### config.mk
export PLATFORM = sky130hd
export DESIGN_NAME = apb_bridge_master
export DESIGN_NICKNAME = d
export VERILOG_FILES = /design/src/rtl/apb_pkg.sv /design/src/rtl/apb_resp_mux.sv /design/src/rtl/apb_bridge_master.sv
export SDC_FILE = /design/constraint.sdc
export NUM_CORES = 1
export LEC_CHECK = 0
export ABC_AREA = 1
export CORE_ASPECT_RATIO = 0.8
export CORE_UTILIZATION = 38
export DETAILED_ROUTE_END_ITERATION = 10
export GPL_ROUTABILITY_DRIVEN = 0
export HOLD_SLACK_MARGIN = 0.08
export PLACE_DENSITY = 0.75
export SLEW_MARGIN = 10
export SYNTH_ARGS = -nofsm -noshare
export SYNTH_HDL_FRONTEND = slang
export SYNTH_HIERARCHICAL = 1
export SYNTH_SLANG_ARGS = --single-unit
### constraint.sdc
create_clock -name clk -period 1.8 [get_ports clk]
set_input_delay 0.36 -clock clk [delete_from_list [all_inputs] [get_ports clk]]
set_output_delay 0.36 -clock clk [all_outputs]
set_load 0.05 [all_outputs]
### src/rtl/apb_pkg.sv
// Shared types and constants for the APB bridge master: bus width defaults,
// FSM state encoding, slave select codes and the code-to-one-hot helper.
package apb_pkg;

  localparam int APB_ADDR_W = 8;
  localparam int APB_DATA_W = 8;

  typedef enum logic [2:0] {
    IDLE   = 3'd0,
    SETUP  = 3'd1,
    ACCESS = 3'd2,
    DONE   = 3'd3
  } state_e;

  localparam logic [1:0] SEL_NONE = 2'd0;
  localparam logic [1:0] SEL_S1   = 2'd1;
  localparam logic [1:0] SEL_S2   = 2'd2;

  // Reserved and "none" codes map to no select line at all.
  function automatic logic [1:0] sel_onehot(input logic [1:0] code);
    case (code)
      SEL_S1:  return 2'b01;
      SEL_S2:  return 2'b10;
      default: return 2'b00;
    endcase
  endfunction

endpackage

### src/rtl/apb_resp_mux.sv
// Routes pready/prdata of the slave named by the latched select code back to
// the bridge FSM; the other slave's response is ignored.
module apb_resp_mux
  import apb_pkg::*;
#(
  parameter int DATA_W = APB_DATA_W
) (
  input  logic [1:0]        sel_code,
  input  logic              pready1,
  input  logic              pready2,
  input  logic [DATA_W-1:0] prdata1,
  input  logic [DATA_W-1:0] prdata2,
  output logic              rsp_ready,
  output logic [DATA_W-1:0] rsp_rdata
);

  // NOTE: every output gets a default before the case so no latch is inferred.
  always_comb begin
    rsp_ready = 1'b0;
    rsp_rdata = '0;
    case (sel_code)
      SEL_S1: begin
        rsp_ready = pready1;
        rsp_rdata = prdata1;
      end
      SEL_S2: begin
        rsp_ready = pready2;
        rsp_rdata = prdata2;
      end
      default: ;
    endcase
  end

endmodule

### src/rtl/apb_bridge_master.sv
// Processor-request to APB master bridge with two slave selects.
// Optional ACCESS wait timeout and p_error output enabled by APB_TIMEOUT_EN.
module apb_bridge_master
  import apb_pkg::*;
#(
  parameter int ADDR_W = APB_ADDR_W,
  parameter int DATA_W = APB_DATA_W
`ifdef APB_TIMEOUT_EN
  ,
  parameter int TIMEOUT_CYCLES = 16
`endif
) (
  input  logic              clk,
  input  logic              reset,
  input  logic              p_start,
  input  logic              p_write,
  input  logic [1:0]        p_sel,
  input  logic [ADDR_W-1:0] p_addr,
  input  logic [DATA_W-1:0] p_wdata,
  output logic [DATA_W-1:0] p_rdata,
  output logic              p_stable,
`ifdef APB_TIMEOUT_EN
  output logic              p_error,
`endif
  output logic              presetn,
  output logic [1:0]        psel,
  output logic              penable,
  output logic              pwrite,
  output logic [ADDR_W-1:0] paddr,
  output logic [DATA_W-1:0] pwdata,
  input  logic              pready1,
  input  logic              pready2,
  input  logic [DATA_W-1:0] prdata1,
  input  logic [DATA_W-1:0] prdata2
);

  state_e              state_q, state_d;
  logic [1:0]          sel_q, sel_d;
  logic [1:0]          psel_q, psel_d;
  logic                penable_q, penable_d;
  logic                pwrite_q, pwrite_d;
  logic [ADDR_W-1:0]   paddr_q, paddr_d;
  logic [DATA_W-1:0]   pwdata_q, pwdata_d;
  logic [DATA_W-1:0]   p_rdata_q, p_rdata_d;
  logic                p_stable_q, p_stable_d;

  logic                rsp_ready;
  logic [DATA_W-1:0]   rsp_rdata;

`ifdef APB_TIMEOUT_EN
  localparam int WAIT_W = $clog2(TIMEOUT_CYCLES + 1);
  logic [WAIT_W-1:0]   wait_cnt_q, wait_cnt_d;
  logic                p_error_q, p_error_d;
`endif

  apb_resp_mux #(.DATA_W(DATA_W)) u_resp_mux (
    .sel_code  (sel_q),
    .pready1   (pready1),
    .pready2   (pready2),
    .prdata1   (prdata1),
    .prdata2   (prdata2),
    .rsp_ready (rsp_ready),
    .rsp_rdata (rsp_rdata)
  );

  always_comb begin
    state_d    = state_q;
    sel_d      = sel_q;
    psel_d     = psel_q;
    penable_d  = penable_q;
    pwrite_d   = pwrite_q;
    paddr_d    = paddr_q;
    pwdata_d   = pwdata_q;
    p_rdata_d  = p_rdata_q;
    p_stable_d = 1'b0;
`ifdef APB_TIMEOUT_EN
    wait_cnt_d = wait_cnt_q;
    p_error_d  = 1'b0;
`endif
    case (state_q)
      IDLE: begin
        if (p_start && (p_sel == SEL_S1 || p_sel == SEL_S2)) begin
          sel_d     = p_sel;
          pwrite_d  = p_write;
          paddr_d   = p_addr;
          pwdata_d  = p_wdata;
          psel_d    = sel_onehot(p_sel);
          penable_d = 1'b0;
          state_d   = SETUP;
        end
      end
      SETUP: begin
        penable_d = 1'b1;
        state_d   = ACCESS;
`ifdef APB_TIMEOUT_EN
        wait_cnt_d = '0;
`endif
      end
      ACCESS: begin
        if (rsp_ready) begin
          if (!pwrite_q) p_rdata_d = rsp_rdata;
          psel_d     = 2'b00;
          penable_d  = 1'b0;
          p_stable_d = 1'b1;
          state_d    = DONE;
        end
`ifdef APB_TIMEOUT_EN
        // The wait that reaches the limit ends the transfer without read data.
        else if (wait_cnt_q == WAIT_W'(TIMEOUT_CYCLES - 1)) begin
          psel_d     = 2'b00;
          penable_d  = 1'b0;
          p_stable_d = 1'b1;
          p_error_d  = 1'b1;
          state_d    = DONE;
        end else begin
          wait_cnt_d = wait_cnt_q + 1'b1;
        end
`endif
      end
      DONE:    state_d = IDLE;
      default: state_d = IDLE;
    endcase
  end

  // NOTE: sequential state uses non-blocking assignments so every flop samples pre-edge values.
  always_ff @(posedge clk or negedge reset) begin
    if (!reset) begin
      state_q    <= IDLE;
      sel_q      <= SEL_NONE;
      psel_q     <= 2'b00;
      penable_q  <= 1'b0;
      pwrite_q   <= 1'b0;
      paddr_q    <= '0;
      pwdata_q   <= '0;
      p_rdata_q  <= '0;
      p_stable_q <= 1'b0;
`ifdef APB_TIMEOUT_EN
      wait_cnt_q <= '0;
      p_error_q  <= 1'b0;
`endif
    end else begin
      state_q    <= state_d;
      sel_q      <= sel_d;
      psel_q     <= psel_d;
      penable_q  <= penable_d;
      pwrite_q   <= pwrite_d;
      paddr_q    <= paddr_d;
      pwdata_q   <= pwdata_d;
      p_rdata_q  <= p_rdata_d;
      p_stable_q <= p_stable_d;
`ifdef APB_TIMEOUT_EN
      wait_cnt_q <= wait_cnt_d;
      p_error_q  <= p_error_d;
`endif
    end
  end

  assign presetn  = reset;
  assign psel     = psel_q;
  assign penable  = penable_q;
  assign pwrite   = pwrite_q;
  assign paddr    = paddr_q;
  assign pwdata   = pwdata_q;
  assign p_rdata  = p_rdata_q;
  assign p_stable = p_stable_q;
`ifdef APB_TIMEOUT_EN
  assign p_error  = p_error_q;
`endif

endmodule

# Word level (Yosys, flattened, before mapping)
# Cells that the tools add are included.
# op_classes
eq_ne	8
muxes	14
n_bitwise	1
n_reduce_logical	10
# ops
cell	n
8-bit one-hot mux with 2 select lines	1
3-bit one-hot mux with 3 select lines	1
3-bit AND reduction	3
2-bit one-hot mux with 2 select lines	2
3-bit two-way mux	2
2-bit by 1-bit == test with 1-bit output, second input constant	2
2-bit == test, second input constant	2
1-bit two-way mux	4
2-bit two-way mux	2
2-bit != test, second input constant	2
2-bit AND reduction	2
3-bit by 1-bit == test with 1-bit output, second input constant	1
3-bit by 2-bit == test with 1-bit output, second input constant	1
3-bit zero test	1
1-bit one-hot mux with 3 select lines	1
3-bit nonzero test	1
1-bit one-hot mux with 2 select lines	1
2-bit nonzero test	1
1-bit logical AND	1
1-bit logical OR	1
1-bit inverter	1
# totals
regBits	34
in_bits	40
output_inout_bits	30
word_cells	42

# Longest topological paths before layout
# Gate-level depths: netlist (run 1).
# depth
word_depth	5
ltp_mapped	11
mapped_depth_nobuf	9

# Modules after synthesis
# Netlist (run 1), hierarchy kept.
# modules_own_cells
mod	instances	cells_per_inst	area_each_um2	seq_area_each_um2
apb_bridge_master	1	166	1503.9	825.8
apb_resp_mux	1	34	172.7	0.0

# Least setup slack after synthesis (run 1)
# OpenSTA, ideal clock, no wires.
# synth_timing
path_kind	register -> register
start	register sel_q[0]
end	register p_rdata_q[0] (netlist: p_rdata[0])
setup_time_ps	119
t_arrival_ps	1635
t_required_ps	1681
slack_ps	47
path_stages_with_launch	11
path_buffers	3
synth_period_minus_slack_ps	1753
path_cell_list	dfrtp_1 -> inv_1 -> ha_1 -> clkbuf_2 -> a21oi_1 -> nand2_2 -> or2_1 -> buf_6 -> buf_12 -> nand2_2 -> o21ai_2
# synth_via
elab_chain_cells	3
elab_cells_between_ends	5
cone_classes	eq/ne: 2; mux: 2; reduce/logical: 1
# synth_rtl
element	line	source
from (decl)	apb_bridge_master.sv:38	logic [1:0] sel_q, sel_d;
from (signal assigned)	apb_bridge_master.sv:143	sel_q <= sel_d;
2-bit == test / 2-bit by 1-bit == test with 1-bit output (equally long branches)	apb_resp_mux.sv:21	case (sel_code)
1-bit one-hot mux with 2 select lines (*)	apb_resp_mux.sv:21	
net rsp_ready	apb_bridge_master.sv:47	logic rsp_ready;
3-bit AND reduction (no line) (*)	-	
to (signal assigned)	apb_bridge_master.sv:149	p_rdata_q <= p_rdata_d;
to (decl)	apb_bridge_master.sv:44	logic [DATA_W-1:0] p_rdata_q, p_rdata_d;
# Mark *: on every way through the listed nets, which the timed path passes. The rest lies on a longest branch.
# A chain may end at the register's enable or synchronous reset.

# Worst setup path after layout (run 1)
# layout_timing
start	register sel_q[0]
end	register p_rdata_q[2] (netlist: p_rdata[2])
# Same word-level chain as after synthesis.

==> results of run 1 <==
sequential cells by signal, indices dropped and copies added (netlist names):
register,cells
p_stable,1
p_rdata,8
sel_q,2
pwrite,1
psel,2
pwdata,8
penable,1
paddr,8
state_q,2
per-layer routing:
layer / routed length (um) / global-route usage / vias up
met4: 29 / 0.0412 / 0
met1: 1720 / 0.210 / 634
met2: 1480 / 0.254 / 58
li1: - / - / 751
met5: 0 / 0 / -
met3: 228 / 0.0667 / 4
report_power, final:
group / internal (mW) / switching [mW] / total, mW
clock network: 0.267 / 0.274 / 0.540
logic: 0.0854 / 0.0405 / 0.126
registers: 0.741 / 0 / 0.741
Yosys cell counts, drive strengths merged:
cell    count  share of area
a21oi       9          0.027
buf         7          0.043
clkbuf      3         0.0075
dfrtp      33           0.49
ha          9          0.067
inv        40          0.090
nand2      61           0.14
nand3       4          0.012
nand4       3          0.011
nor2        2         0.0045
o21ai      28           0.10
or2         1         0.0037
worst min-delay path by stage:
| stage | end | startpoint | cells after the start | slack (ns) |
|---|---|---|---|---|
| after floorplan | p_rdata[0] | reset | 0 | 0.06 |
| after global placement | penable | penable | 2 | 0.46 |
| after detailed placement | penable | penable | 2 | 0.47 |
| after CTS | paddr[6] | reset | 2 | 0.17 |
| after global routing | paddr[6] | reset | 2 | 0.19 |
| final | paddr[6] | reset | 2 | 0.16 |
critical path: stages, from the launching register on:
cell,delay (ns)
dfrtp_1,0.37
inv_1,0.05
ha_1,0.31
a21oi_2,0.16
nand2_2,0.07
or2_1,0.23
buf_4,0.18
nand2_1,0.08
o21ai_2,0.05
logic make-up after synthesis:
group           count (synthesis)  synth area share
buf+inv                        50             0.140
simple gates                   71             0.172
flops                          33             0.493
fa+ha+maj                       9            0.0672
compound gates                 37             0.128
layout make-up:
| class | instances | area [um2] | area share |
|---|---|---|---|
| Sequential cell | 33 | 826 | 0.336 |
| Clock buffer | 5 | 68.8 | 0.0280 |
| Inverter | 40 | 150 | 0.0611 |
| Timing Repair Buffer | 78 | 703 | 0.286 |
| Tap cell | 57 | 71.3 | 0.0290 |
| Multi-Input combinational cell | 117 | 621 | 0.253 |
| Clock inverter | 3 | 17.5 | 0.00713 |
==> results by group, run 1 <==
Run status
  • Status: complete, no violations

Worst setup path
  • R2r setup slk: 0.19 ns
  • Worst EP arrival: 1.78 ns
  • Critical Path Start Type: flip-flop
  • RR Startpoint: sel_q[0]
  • Worst setup endpoint: p_rdata[2]
  • Crit Path Max Fanout: 8
  • RR Endpoint: p_rdata[2]
  • Worst reg-to-reg path cell count: 8
  • CP Launch Point: sel_q[0]
  • Worst setup EP type: flip-flop
  • Worst setup path class: reg2reg
  • Data required, critical path: 1.97 ns

Clocking
  • CTS Root Buffer Type: clkbuf_8
  • Worst-path clk slew: 0.07 ns
  • Post-CTS Setup Inserts: 0
  • CTS Buf Count: 5
  • Clk Latency, worst-skew pair: 0.28 ns
  • Post-CTS Hold Fix Bufs: 0
  • CTS tree: built
  • # H-tree levels: 2
  • Clock sink total: 33
  • Post-CTS sizing: 0
  • CTS max path bufs: 2

Timing
  • RSZ-0062 raised after global routing: no
  • Final setup viols: 0
  • TNS Setup: 0 ns
  • Actual slew at the worst max-slew pin: 0.424 ns
  • Hold Vio Cnt, Final: 0
  • Slew Viols, Final: 0
  • Fmax: 0.622 GHz
  • Final min period: 1.61 ns
  • Layout Skew: 0.00266 ns
  • Period Utilization, post-route: 0.893
  • Slew margin rel.: 0.717
  • Final worst slack: 0.193 ns
  • Hold WS: 0.159 ns

Floorplan
  • Initial Util: 0.399
  • Site Rows: 21
  • Die Wd: 76.3 um
  • Core ar.: 0.00420 mm2
  • Die ar.: 0.00468 mm2
  • Die extent in y: 61.4 um
  • Ports: 70

Detailed routing
  • Wire per inst: 10.4 um
  • Initial DRT Pass Iterations: 4
  • DRC marker count from the first detailed-route iteration: 52
  • Residual DRC: 0
  • Antenna viol nets, final: 0
  • Via-to-Cell Ratio: 4.35
  • DR vias: 1447
  • Routed wire length: 3.46 mm

Finish
  • Layout cells sized above 1: 0.217
  • Most frequent cells in the layout: nand2_1 (58), inv_1 (40), clkdlybuf4s50_1 (38), buf_4 (37), dfrtp_1 (33)
  • Area growth, synth to finish: 46.6%
  • Post-layout util: 0.585
  • Commonest non-fill, non-tap cell in the layout: nand2_1
  • Antenna diodes: 0
  • Post-route cell area: 0.00246 mm2
  • Final Non-Filler Cells: 333
  • Filler Cells Inserted: 406
  • Total Nets Final: 324

Logic synthesis
  • Syn. warnings: 6
  • Sequential-to-total area share from yosys stat: 0.493
  • Syn_nets: 249
  • Mean Syn Cell Area: 8.38 um2
  • Yosys reg bits: 33
  • Cell count after synthesis: 200
  • Synth unique cells: 18
  • Cell Area, Synth: 0.00168 mm2

GRT
  • Vias in the first global route: 1319
  • First-pass GRT wire length: 5.75 mm
  • Initial antenna violation count: 0
  • Total congestion overflow: 0
  • Largest net degree at the start of global routing: 39
  • GRT Resource Usage Total: 0.161

Pwr
  • Total chip power: 1.41 mW
  • Pwr dens: 573 mW/mm2
  • Peak VDD IR: 0.362 mV
  • Leakage: 1.21 nW

Hold path
  • Worst hold path class: in2async

Placement
  • # port buffers: 69
  • Placed cell area: 0.00237 mm2
  • DP HPWL: 2.51 mm
  • Cells after DPL: 325
  • Pre-CTS setup slack: -0.0597 ns

Run
  • Max Cap Viol: 0
Power figures use the tool's default switching activity.
==> run 2, diff against run 1 <==
--- a/config.mk
+++ b/config.mk
@@ -6,8 +6,10 @@
 export NUM_CORES = 1
 export LEC_CHECK = 0
 export ABC_AREA = 1
+export CELL_PAD_IN_SITES_DETAIL_PLACEMENT = 1
+export CELL_PAD_IN_SITES_GLOBAL_PLACEMENT = 1
 export CORE_ASPECT_RATIO = 0.8
-export CORE_UTILIZATION = 38
+export CORE_UTILIZATION = 27
 export DETAILED_ROUTE_END_ITERATION = 10
 export GPL_ROUTABILITY_DRIVEN = 0
 export HOLD_SLACK_MARGIN = 0.08
==> run 2 against run 1 <==
  * Die area increased by 39%
  * Flip-flop and latch count unchanged
  * Worst hold slack improved by 0.0043 ns
  * Sequential power about the same
  * Critical endpoint is now p_rdata[3]
  * Via count increased by 2.3%
  * Highest routed layer unchanged
  * Worst setup slack got worse by 0.046 ns
  * Power increased by 0.88%
==> results by group, run 2 (synthesis gave the netlist of run 1 again) <==
Pwr
  • Power share of the combinational group: 0.090
  • Clock power share: 0.388
  • Pwr dens: 572 mW/mm2
  • Net Sw Frac: 0.230
  • Sw power: 0.327 mW
  • Peak VDD IR: 0.285 mV
  • P_int: 1.09 mW
  • Leakage: 1.21 nW
  • Sequential power share: 0.522
  • Total chip power: 1.42 mW

Timing
  • Final min period: 1.65 ns
  • Final setup viols: 0
  • Final worst slack: 0.146 ns
  • Actual slew at the worst max-slew pin: 0.430 ns
  • Slew margin rel.: 0.714
  • Hold Vio Cnt, Final: 0
  • Fmax: 0.605 GHz
  • Period Utilization, post-route: 0.919
  • Layout Skew: 0.00498 ns
  • RSZ-0062 raised after global routing: no
  • Slew Viols, Final: 0

Finish
  • Commonest non-fill, non-tap cell in the layout: nand2_1
  • Filler Cells Inserted: 723
  • Final Non-Filler Cells: 357
  • Antenna diodes: 0
  • FF+latch area: 826 um2
  • Most frequent cells in the layout: nand2_1 (58), inv_1 (40), clkdlybuf4s50_1 (38), buf_4 (37), dfrtp_1 (33)
  • Area growth, synth to finish: 48.1%
  • Layout cells sized above 1: 0.214
  • Area of the multi-input gates: 617 um2
  • Total Nets Final: 324

GRT
  • GRT Resource Usage Total: 0.137
  • Total congestion overflow: 0
  • Vias in the first global route: 1557
  • Initial antenna violation count: 0
  • Largest net degree at the start of global routing: 34
  • First-pass GRT wire length: 7.14 mm

Floorplan
  • Die Wd: 90.1 um
  • Ports: 70
  • Core ar.: 0.00594 mm2
  • Initial Util: 0.282
  • Die extent in y: 72.5 um
  • Die ar.: 0.00653 mm2
  • Site Rows: 25

Clocking
  • Clk Latency, worst-skew pair: 0.28 ns
  • CTS Buf Count: 5
  • Worst-path clk slew: 0.07 ns
  • CTS Root Buffer Type: clkbuf_8
  • CTS tree: built
  • # H-tree levels: 2
  • Clock sink total: 33
  • Post-CTS Setup Inserts: 0
  • Post-CTS Hold Fix Bufs: 0
  • Post-CTS sizing: 0
  • CTS max path bufs: 2

Placement
  • Pre-CTS setup slack: -0.0819 ns
  • DP HPWL: 3.12 mm
  • # port buffers: 69
  • Cells after DPL: 349

Worst setup path
  • Data required, critical path: 1.98 ns
  • Worst EP arrival: 1.83 ns
  • CP Cell Sequence: inv_1 -> ha_1 -> a21oi_1 -> nand2_2 -> or2_1 -> buf_12 -> nand2_1 -> o21ai_2
  • Worst path slowest cell: dfrtp_1
  • Cell class contributing the biggest share of worst-path delay: simple AND/OR/NAND/NOR gates
  • Critical Path Start Type: flip-flop
  • Crit path buf inv count: 2
  • Worst path max stage delay: 0.37 ns
  • Worst setup EP type: flip-flop
  • Worst setup path class: reg2reg
  • Crit Path Max Fanout: 16

Detailed routing
  • Wire per inst: 11.3 um
  • Routed wire length: 4.02 mm
  • Residual DRC: 0
  • Via-to-Cell Ratio: 4.15
  • DR vias: 1481
  • Initial DRT Pass Iterations: 3
  • DRC marker count from the first detailed-route iteration: 23
  • Antenna viol nets, final: 0

Run
  • Max Cap Viol: 0

Run status
  • Status: complete, no violations

Hold path
  • Worst hold path class: in2async
## run 2: cell count changes in the layout (fill, tap and decap cells not counted)
cell and change:
clkbuf_2 -1, a21oi_1 +1, a21oi_2 -1, buf_2 +1
## run 2: final timing paths
| check | start | endpoint | slack, ns | cells past startpoint |
|---|---|---|---|---|
| setup / recovery | sel_q[0] | p_rdata[3] | 0.15 | 8 |
| hold / removal | reset | p_rdata[2] | 0.16 | 2 |
| setup reg to reg | sel_q[0] | p_rdata[3] | 0.15 | 8 |
| hold reg to reg | penable | penable | 0.48 | 2 |
| max in group asynchronous | reset | pwdata[2] | 1.33 | 2 |
| min in group clk | penable | penable | 0.48 | 2 |
## run 2: stage by stage
stage / setup TNS, ns / util / area (um2) / hold WS (ns)
final: 0 / 0.418 / 2480 / 0.163
after global routing: 0 / 0.418 / 2480 / 0.206
after CTS: 0 / 0.418 / 2480 / 0.182
after floorplan: 0 / - / 1680 / 0.0644
after detailed placement: -1.54 / 0.403 / 2400 / 0.473
after global placement: -0.715 / 0.403 / 2400 / 0.466
## run 2: layout make-up
type | count | area share
well taps | 81 | 0.0408
clock buffers | 5 | 0.0277
multi-input cells | 117 | 0.248
flip-flops and latches | 33 | 0.332
repair buffers | 78 | 0.283
clock inverters | 3 | 0.00705
inverters | 40 | 0.0605
## run 2: worst register-to-register path, stage by stage, from the launching register on
cell	delay [ns]
dfrtp_1	0.37
inv_1	0.05
ha_1	0.31
a21oi_1	0.20
nand2_2	0.08
or2_1	0.24
buf_12	0.16
nand2_1	0.07
o21ai_2	0.05
## run 2: routing by layer
metal,part of all wire,global-route usage
met1,0.48,0.180
met2,0.45,0.221
met3,0.054,0.0356
met4,0.011,0.0484
met5,0,0
## run 2: power groups by stage
stage / clock [mW] / combinational (mW) / sequential, mW
finish: 0.551 / 0.128 / 0.741
floorplan: 0 / 0.0176 / 0.756
global placement: 0 / 0.131 / 0.755
detailed placement: 0 / 0.131 / 0.755
global route: 0.612 / 0.141 / 0.741
CTS: 0.578 / 0.132 / 0.741
